--- src/rtl/mem_arbiter_if.sv ---
// Cache/memory bundle seen by the arbiter: icache and dcache request ports plus the single RAM port.
// Requests are held until the matching wait drops, and the arbiter answers in the same cycle once the grant is live.
interface mem_arbiter_if;
    logic        iREN;
    logic [31:0] iaddr;
    logic        iwait;
    logic [31:0] iload;

    logic        dREN;
    logic        dWEN;
    logic [31:0] daddr;
    logic [31:0] dstore;
    logic        dwait;
    logic [31:0] dload;

    logic        ramREN;
    logic        ramWEN;
    logic [31:0] ramaddr;
    logic [31:0] ramstore;
    logic [31:0] ramload;
    logic [1:0]  ramstate;

    logic        err;

    modport slave (
        input  iREN, iaddr, dREN, dWEN, daddr, dstore, ramload, ramstate,
        output iwait, iload, dwait, dload, ramREN, ramWEN, ramaddr, ramstore, err
    );

    modport master (
        output iREN, iaddr, dREN, dWEN, daddr, dstore, ramload, ramstate,
        input  iwait, iload, dwait, dload, ramREN, ramWEN, ramaddr, ramstore, err
    );
endinterface

--- src/rtl/mem_arbiter.sv ---
// Two-client memory arbiter: dcache priority with icache starvation guard, one-cycle arbitration, grant timeout.
// RAM port and wait/load outputs follow the inputs combinationally while granted; requesters stall on wait.
module mem_arbiter #(
    parameter int STARVE_LIMIT = 3,
    parameter int TIMEOUT      = 255
) (
    input logic           CLK,
    input logic           RST,
    mem_arbiter_if.slave  bus
);
    localparam int SW = $clog2(STARVE_LIMIT + 1);
    localparam logic [SW-1:0] STARVE_MAX = SW'(STARVE_LIMIT);
    localparam logic [7:0]    TMO_LAST   = 8'(TIMEOUT - 1);

    localparam logic [1:0] RS_ACCESS = 2'd2;
    localparam logic [1:0] RS_ERROR  = 2'd3;

    typedef enum logic [1:0] {IDLE, IGRANT, DGRANT} state_t;

    state_t        state_q;
    logic [7:0]    tmo_q;
    logic [SW-1:0] starve_q;
    logic          err_q;
    logic [31:0]   iload_q;
    logic [31:0]   dload_q;

    logic d_req;
    logic i_own;
    logic d_own;
    logic own_req;
    logic i_done;
    logic d_done;

    assign d_req   = bus.dREN | bus.dWEN;
    assign i_own   = (state_q == IGRANT);
    assign d_own   = (state_q == DGRANT);
    assign own_req = (i_own & bus.iREN) | (d_own & d_req);

    // A completion only counts while the owner still holds its request.
    assign i_done = i_own & bus.iREN & (bus.ramstate == RS_ACCESS);
    assign d_done = d_own & d_req & (bus.ramstate == RS_ACCESS);

    assign bus.ramREN   = (i_own & bus.iREN) | (d_own & bus.dREN & ~bus.dWEN);
    assign bus.ramWEN   = d_own & bus.dWEN;
    assign bus.ramaddr  = i_own ? bus.iaddr : (d_own ? bus.daddr : 32'd0);
    assign bus.ramstore = d_own ? bus.dstore : 32'd0;

    assign bus.iwait = ~i_done;
    assign bus.dwait = ~d_done;
    assign bus.iload = i_done ? bus.ramload : iload_q;
    assign bus.dload = d_done ? bus.ramload : dload_q;
    assign bus.err   = err_q;

    always_ff @(posedge CLK) begin
        if (RST) begin
            state_q  <= IDLE;
            tmo_q    <= '0;
            starve_q <= '0;
            err_q    <= 1'b0;
            iload_q  <= '0;
            dload_q  <= '0;
        end else begin
            if (i_done) iload_q <= bus.ramload;
            if (d_done) dload_q <= bus.ramload;

            if (!bus.iREN || i_done) begin
                starve_q <= '0;
            end else if (d_done && starve_q != STARVE_MAX) begin
                starve_q <= starve_q + SW'(1);
            end

            case (state_q)
                IDLE: begin
                    tmo_q <= '0;
                    if (d_req && starve_q < STARVE_MAX) begin
                        state_q <= DGRANT;
                    end else if (bus.iREN) begin
                        state_q <= IGRANT;
                    end else if (d_req) begin
                        state_q <= DGRANT;
                    end
                end
                IGRANT, DGRANT: begin
                    // Abort beats error beats completion beats timeout.
                    if (!own_req) begin
                        state_q <= IDLE;
                    end else if (bus.ramstate == RS_ERROR) begin
                        err_q   <= 1'b1;
                        state_q <= IDLE;
                    end else if (bus.ramstate == RS_ACCESS) begin
                        state_q <= IDLE;
                    end else if (tmo_q == TMO_LAST) begin
                        err_q   <= 1'b1;
                        state_q <= IDLE;
                    end else begin
                        tmo_q <= tmo_q + 8'd1;
                    end
                end
                default: state_q <= IDLE;
            endcase
        end
    end
endmodule

--- src/flat_wrapper.sv ---
// flat-port wrapper written by rule: the top's interface ports become plain ports
module mem_arbiter_flat 
#(
    parameter int STARVE_LIMIT = 3,
    parameter int TIMEOUT      = 255
)
  (CLK, RST, bus_iREN, bus_iaddr, bus_dREN, bus_dWEN, bus_daddr, bus_dstore, bus_ramload, bus_ramstate, bus_iwait, bus_iload, bus_dwait, bus_dload, bus_ramREN, bus_ramWEN, bus_ramaddr, bus_ramstore, bus_err);
  mem_arbiter_if bus_i ();
  input logic CLK;
  input logic RST;
  input wire logic [$bits(bus_i.iREN)-1:0] bus_iREN;
  input wire logic [$bits(bus_i.iaddr)-1:0] bus_iaddr;
  input wire logic [$bits(bus_i.dREN)-1:0] bus_dREN;
  input wire logic [$bits(bus_i.dWEN)-1:0] bus_dWEN;
  input wire logic [$bits(bus_i.daddr)-1:0] bus_daddr;
  input wire logic [$bits(bus_i.dstore)-1:0] bus_dstore;
  input wire logic [$bits(bus_i.ramload)-1:0] bus_ramload;
  input wire logic [$bits(bus_i.ramstate)-1:0] bus_ramstate;
  output wire logic [$bits(bus_i.iwait)-1:0] bus_iwait;
  output wire logic [$bits(bus_i.iload)-1:0] bus_iload;
  output wire logic [$bits(bus_i.dwait)-1:0] bus_dwait;
  output wire logic [$bits(bus_i.dload)-1:0] bus_dload;
  output wire logic [$bits(bus_i.ramREN)-1:0] bus_ramREN;
  output wire logic [$bits(bus_i.ramWEN)-1:0] bus_ramWEN;
  output wire logic [$bits(bus_i.ramaddr)-1:0] bus_ramaddr;
  output wire logic [$bits(bus_i.ramstore)-1:0] bus_ramstore;
  output wire logic [$bits(bus_i.err)-1:0] bus_err;
  assign bus_i.iREN = bus_iREN;
  assign bus_i.iaddr = bus_iaddr;
  assign bus_i.dREN = bus_dREN;
  assign bus_i.dWEN = bus_dWEN;
  assign bus_i.daddr = bus_daddr;
  assign bus_i.dstore = bus_dstore;
  assign bus_i.ramload = bus_ramload;
  assign bus_i.ramstate = bus_ramstate;
  assign bus_iwait = bus_i.iwait;
  assign bus_iload = bus_i.iload;
  assign bus_dwait = bus_i.dwait;
  assign bus_dload = bus_i.dload;
  assign bus_ramREN = bus_i.ramREN;
  assign bus_ramWEN = bus_i.ramWEN;
  assign bus_ramaddr = bus_i.ramaddr;
  assign bus_ramstore = bus_i.ramstore;
  assign bus_err = bus_i.err;
  mem_arbiter #(.STARVE_LIMIT(STARVE_LIMIT), .TIMEOUT(TIMEOUT)) u_core (.CLK(CLK), .RST(RST), .bus(bus_i));
endmodule
--- config.mk ---
export PLATFORM = sky130hd
export DESIGN_NAME = mem_arbiter_flat
export DESIGN_NICKNAME = d
export VERILOG_FILES = /design/src/rtl/mem_arbiter_if.sv /design/src/rtl/mem_arbiter.sv /design/src/flat_wrapper.sv
export SDC_FILE = /design/constraint.sdc
export NUM_CORES = 1
export LEC_CHECK = 0
export BUFFER_PORTS_ARGS = -buffer_cell sky130_fd_sc_hd__buf_4
export CAP_MARGIN = 10
export CORE_ASPECT_RATIO = 0.75
export CORE_MARGIN = 2
export CORE_UTILIZATION = 43
export CTS_CLUSTER_DIAMETER = 80
export CTS_CLUSTER_SIZE = 20
export DETAILED_ROUTE_END_ITERATION = 8
export GPL_ROUTABILITY_DRIVEN = 0
export PLACE_DENSITY = 0.81
export SLEW_MARGIN = 20
export SYNTH_ARGS = -nofsm -noshare
export SYNTH_HDL_FRONTEND = slang
export SYNTH_SLANG_ARGS = --single-unit
--- constraint.sdc ---
create_clock -name CLK -period 2.4 [get_ports CLK]
set_input_delay 0.6 -clock CLK [delete_from_list [all_inputs] [get_ports CLK]]
set_output_delay 0.6 -clock CLK [all_outputs]
set_load 0.02 [all_outputs]
==> results.rst <==
.. list-table::
   :header-rows: 1

   * - Metric
     - Value
   * - Outcome
     - complete, but fails checks
   * - Violations in the final reports
     - setup timing
   * - Kind of critical path
     - reg2out
   * - End of the worst hold path
     - u_core.tmo_q[4]$_SDFFE_PP0P_
   * - Min-Delay Startpoint
     - u_core.tmo_q[4]$_SDFFE_PP0P_
   * - CTS Sinks
     - 77
   * - Buffers from clock root to sink, at most
     - 2
   * - Reg2Reg Depth
     - 7
   * - Cell area after layout
     - 0.00731 mm^2
   * - Yosys Warn Count
     - 0
   * - Area taken by flip-flops and latches
     - 0.00155 mm^2
   * - Avg Inst Size Synth
     - 9.08 um^2
   * - Worst slew margin relative to its limit
     - 0.469
   * - Number of antenna cells inserted
     - 0
   * - Clock edge transition at the registers on the reported setup and hold paths
     - ~60 ps
   * - Worst flop-to-flop path endpoint
     - u_core.tmo_q[0]$_SDFFE_PP0P_
   * - Critical Path, Cell by Cell
     - inv_4 -> ha_4 -> nand2_4 -> or2_4 -> clkbuf_16 -> mux2_2 -> buf_6
   * - Count of hold buffers inserted by post-cts repair
     - 0
   * - Share of synthesized registers carrying an async set or reset
     - 0
   * - Element type at the critical path start
     - register
   * - Count of endpoints failing hold in the final timing report
     - 0
   * - Drt pass-1 iters
     - 5
   * - Top-Level Pins
     - 268
   * - Average wire per cell in the routed design
     - 18.7 um
   * - Port bufs
     - 267
   * - Dominant register cell in the synthesized netlist
     - dfxtp_1
   * - Clock period minus final worst setup slack
     - 2580 ps
   * - Count of state elements after synthesis
     - 77
   * - Kind of end point of the critical path
     - output port
   * - Register-to-register path setup slack
     - 350 ps
   * - Required time at the endpoint of the critical path
     - around 1800 ps
   * - Class of the worst hold path
     - reg2reg
   * - Number of clock buffers inserted by TritonCTS
     - 9
   * - Total via count in the routed design
     - 4,482
   * - Synth Instances
     - 461
   * - CTS tree
     - built
   * - Number of remaining DRC errors
     - 0
   * - Synth unique cells
     - 48
   * - Pins over their slew limit
     - 0
   * - Sequential cell area fraction in the yosys report
     - 0.368
   * - Post-synthesis cell area
     - 0.00419 mm^2
   * - Core ar.
     - ~0.0096 mm^2
   * - Share of the clock period used by the worst path
     - 1.08
   * - Syn Nets
     - 603
   * - Global-route wire length before repair
     - 20,800 um
   * - DIE HEIGHT
     - just under 90 um
   * - Total of endpoints with negative setup slack in the final report
     - 66
   * - Total placed instance area
     - 0.00633 mm^2
   * - Actual transition at the worst max-transition pin
     - 786 ps
   * - Die width
     - between 100 and 150 um
   * - Combined global-route utilization of all metal layers
     - 0.250
   * - Standard-cell rows
     - 31
   * - Via count of the first global-routing pass
     - 4,040
   * - Worst-Skew Late Latency
     - between 300 and 400 ps
   * - Number of routed nets with antenna violations
     - 0
   * - Peak clock frequency supported by timing
     - 387 MHz
   * - Unrepaired setup endpoints after global routing
     - yes
   * - Critical Path Slowest Stage Cell
     - dfxtp_4
   * - Number of flops mapped to enable cells by yosys
     - 0
   * - Maximum number of pins on one net before global-route repair
     - 68
   * - Starting DRC count in detailed routing
     - 315
   * - H-tree depth reported by CTS
     - 3
   * - Number of nets in the finished design
     - 880
   * - Detailed placer's ending HPWL
     - 10,100 um
   * - Remaining global-route overflow
     - 0
   * - Critical path data arrival time
     - 1980 ps
   * - VDD IR max
     - 0.572 mV
   * - Die area
     - 0.0105 mm^2
   * - CTS Root Cell
     - clkbuf_16
   * - Combined area of the multi-input logic cells
     - 0.00261 mm^2
   * - Final wirelength
     - about 16,000 um
   * - Critical Path Fanout Max
     - 6
   * - Depth of the worst hold-timing path
     - 1
   * - Initial antenna violation count
     - 0
   * - Count of maximum capacitance violations
     - 0
   * - Total power density per cell area
     - just over 700 mW/mm^2
   * - Filler cells
     - 601
   * - Lkg Pwr
     - between 0.003 and 0.004 uW
   * - Highest cell delay on the worst timing path
     - 390 ps
   * - Via density per instance
     - 5.12
   * - Initial core utilization
     - 0.437
   * - Smallest setup slack after layout
     - -183 ps
   * - Overall power
     - 5270 uW
   * - Worst r2r src
     - u_core.state_q[0]$_SDFFE_PP0P_
   * - Skew final
     - around 7.4 ps
   * - Area growth from synthesis to layout
     - 74.7%
   * - Ratio of cells with drive above 1 in the final layout
     - 0.530
## through the flow
stage | instances | setup TNS, ps | utilization | hold slack, ps | setup WS, ps
6_report | 875 | -9410 | 0.763 | 478 | -183
5_1_grt | 875 | -12980 | 0.763 | 535 | -221
4_1_cts | 867 | -9320 | 0.719 | 467 | -168
3_5_place_dp | 845 | -3730 | 0.661 | 452 | -93.1
3_3_place_gp | 845 | -2820 | 0.661 | 452 | -78.6
2_1_floorplan | 461 | 0 | - | 432 | 102
## worst max path at each step
stage | from | endpoint | slack [ps]
floorplan | u_core.state_q[0]$_SDFFE_PP0P_ | bus_ramaddr[24] | 100
global placement | bus_ramstate[0] | bus_iload[9] | -80
detailed placement | bus_ramstate[0] | bus_iload[19] | -90
CTS | u_core.state_q[1]$_SDFFE_PP0P_ | bus_iload[24] | -170
global route | u_core.state_q[1]$_SDFFE_PP0P_ | bus_iload[1] | -220
finish | u_core.state_q[1]$_SDFFE_PP0P_ | bus_iload[1] | -180
## power by group
| part | leakage, uW | switching [uW] | internal (uW) |
|---|---|---|---|
| Combinational | 0.00288 | 1290 | 1100 |
| Clock | 0.000155 | 577 | 922 |
| Sequential | 0.000623 | 43.9 | 1340 |
| Total | 0.00366 | 1910 | 3360 |
## cells in the mapped netlist (2+ instances only)
cell type	count	area (um^2)
nand2b_1	3	18.8
nand2_1	81	304
mux2_2	28	315
o211ai_1	2	15.0
ha_1	7	87.6
a32o_1	2	20.0
nand4_1	4	25.0
o32ai_1	2	17.5
a31o_2	3	26.3
nor3_1	5	25.0
a21oi_1	4	20.0
and2_1	94	588
buf_12	3	60.1
buf_6	3	33.8
a31oi_1	2	12.5
inv_1	7	26.3
mux2_1	8	90.1
nand3_1	6	30.0
o21ai_0	34	170
clkbuf_1	22	82.6
nor2b_1	2	12.5
a32oi_1	2	17.5
mux2_4	28	420
and2_4	3	26.3
dfxtp_1	77	1540
nor2_1	7	26.3
## cells in the final DEF (no fill, tap or decap), drive strengths merged, types with 3 or more instances in the layout
cell	instances
clkbuf	14
mux2	64
nand2b	3
nand3	6
nor2	7
nand2	82
buf	291
inv	8
and2	97
ha	7
nor3	5
o21ai	35
nand4	4
a21oi	4
a31o	3
dfxtp	77
## critical path, delay by kind of cell (launching register included)
| family | cells | cell delay (ps) |
|---|---|---|
| buf+inv | 3 | 400 |
| flops | 1 | 390 |
| mux | 1 | 360 |
| fa+ha+maj | 1 | 160 |
| simple gates | 2 | 340 |
## layout make-up
cell class / instances / share of cell area
Multi-Input combinational cell: 347 / 0.357
Sequential cell: 77 / 0.212
Tap cell: 132 / 0.0226
Clock inverter: 6 / 0.0132
Timing Repair Buffer: 296 / 0.361
Clock buffer: 10 / 0.0313
Inverter: 7 / 0.00394
## registers in the layout, indices dropped and copies added, names as in the netlist
name	count
u_core.bus.err	1
u_core.dload_q	32
u_core.iload_q	32
u_core.starve_q	2
u_core.state_q	2
u_core.tmo_q	8
## kinds of logic after synthesis
kind of cell | Yosys count | synth area share
simple gates | 214 | 0.269
flops | 77 | 0.368
mux | 65 | 0.200
compound gates | 60 | 0.0882
buf+inv | 37 | 0.0514
fa+ha+maj | 7 | 0.0209
xor+xnor | 1 | 0.00209
## routing by layer
layer | part of all wire | up-vias | wire length, um | global-route usage
li1 | - | 2095 | - | -
met1 | 0.39 | 2107 | 6380 | 0.301
met2 | 0.51 | 234 | 8430 | 0.447
met3 | 0.071 | 46 | 1170 | 0.0708
met4 | 0.026 | 0 | 425 | 0.0646
met5 | 0 | - | 0 | 0
## repair_timing
action,CTS,global route
gates resized for setup,27,78
pin swaps,1,2
buffers inserted,2,4
endpoints found under the hold margin,0,0
gates cloned,4,4
setup endpoints to repair,130,97
Power figures use the tool's default switching activity.
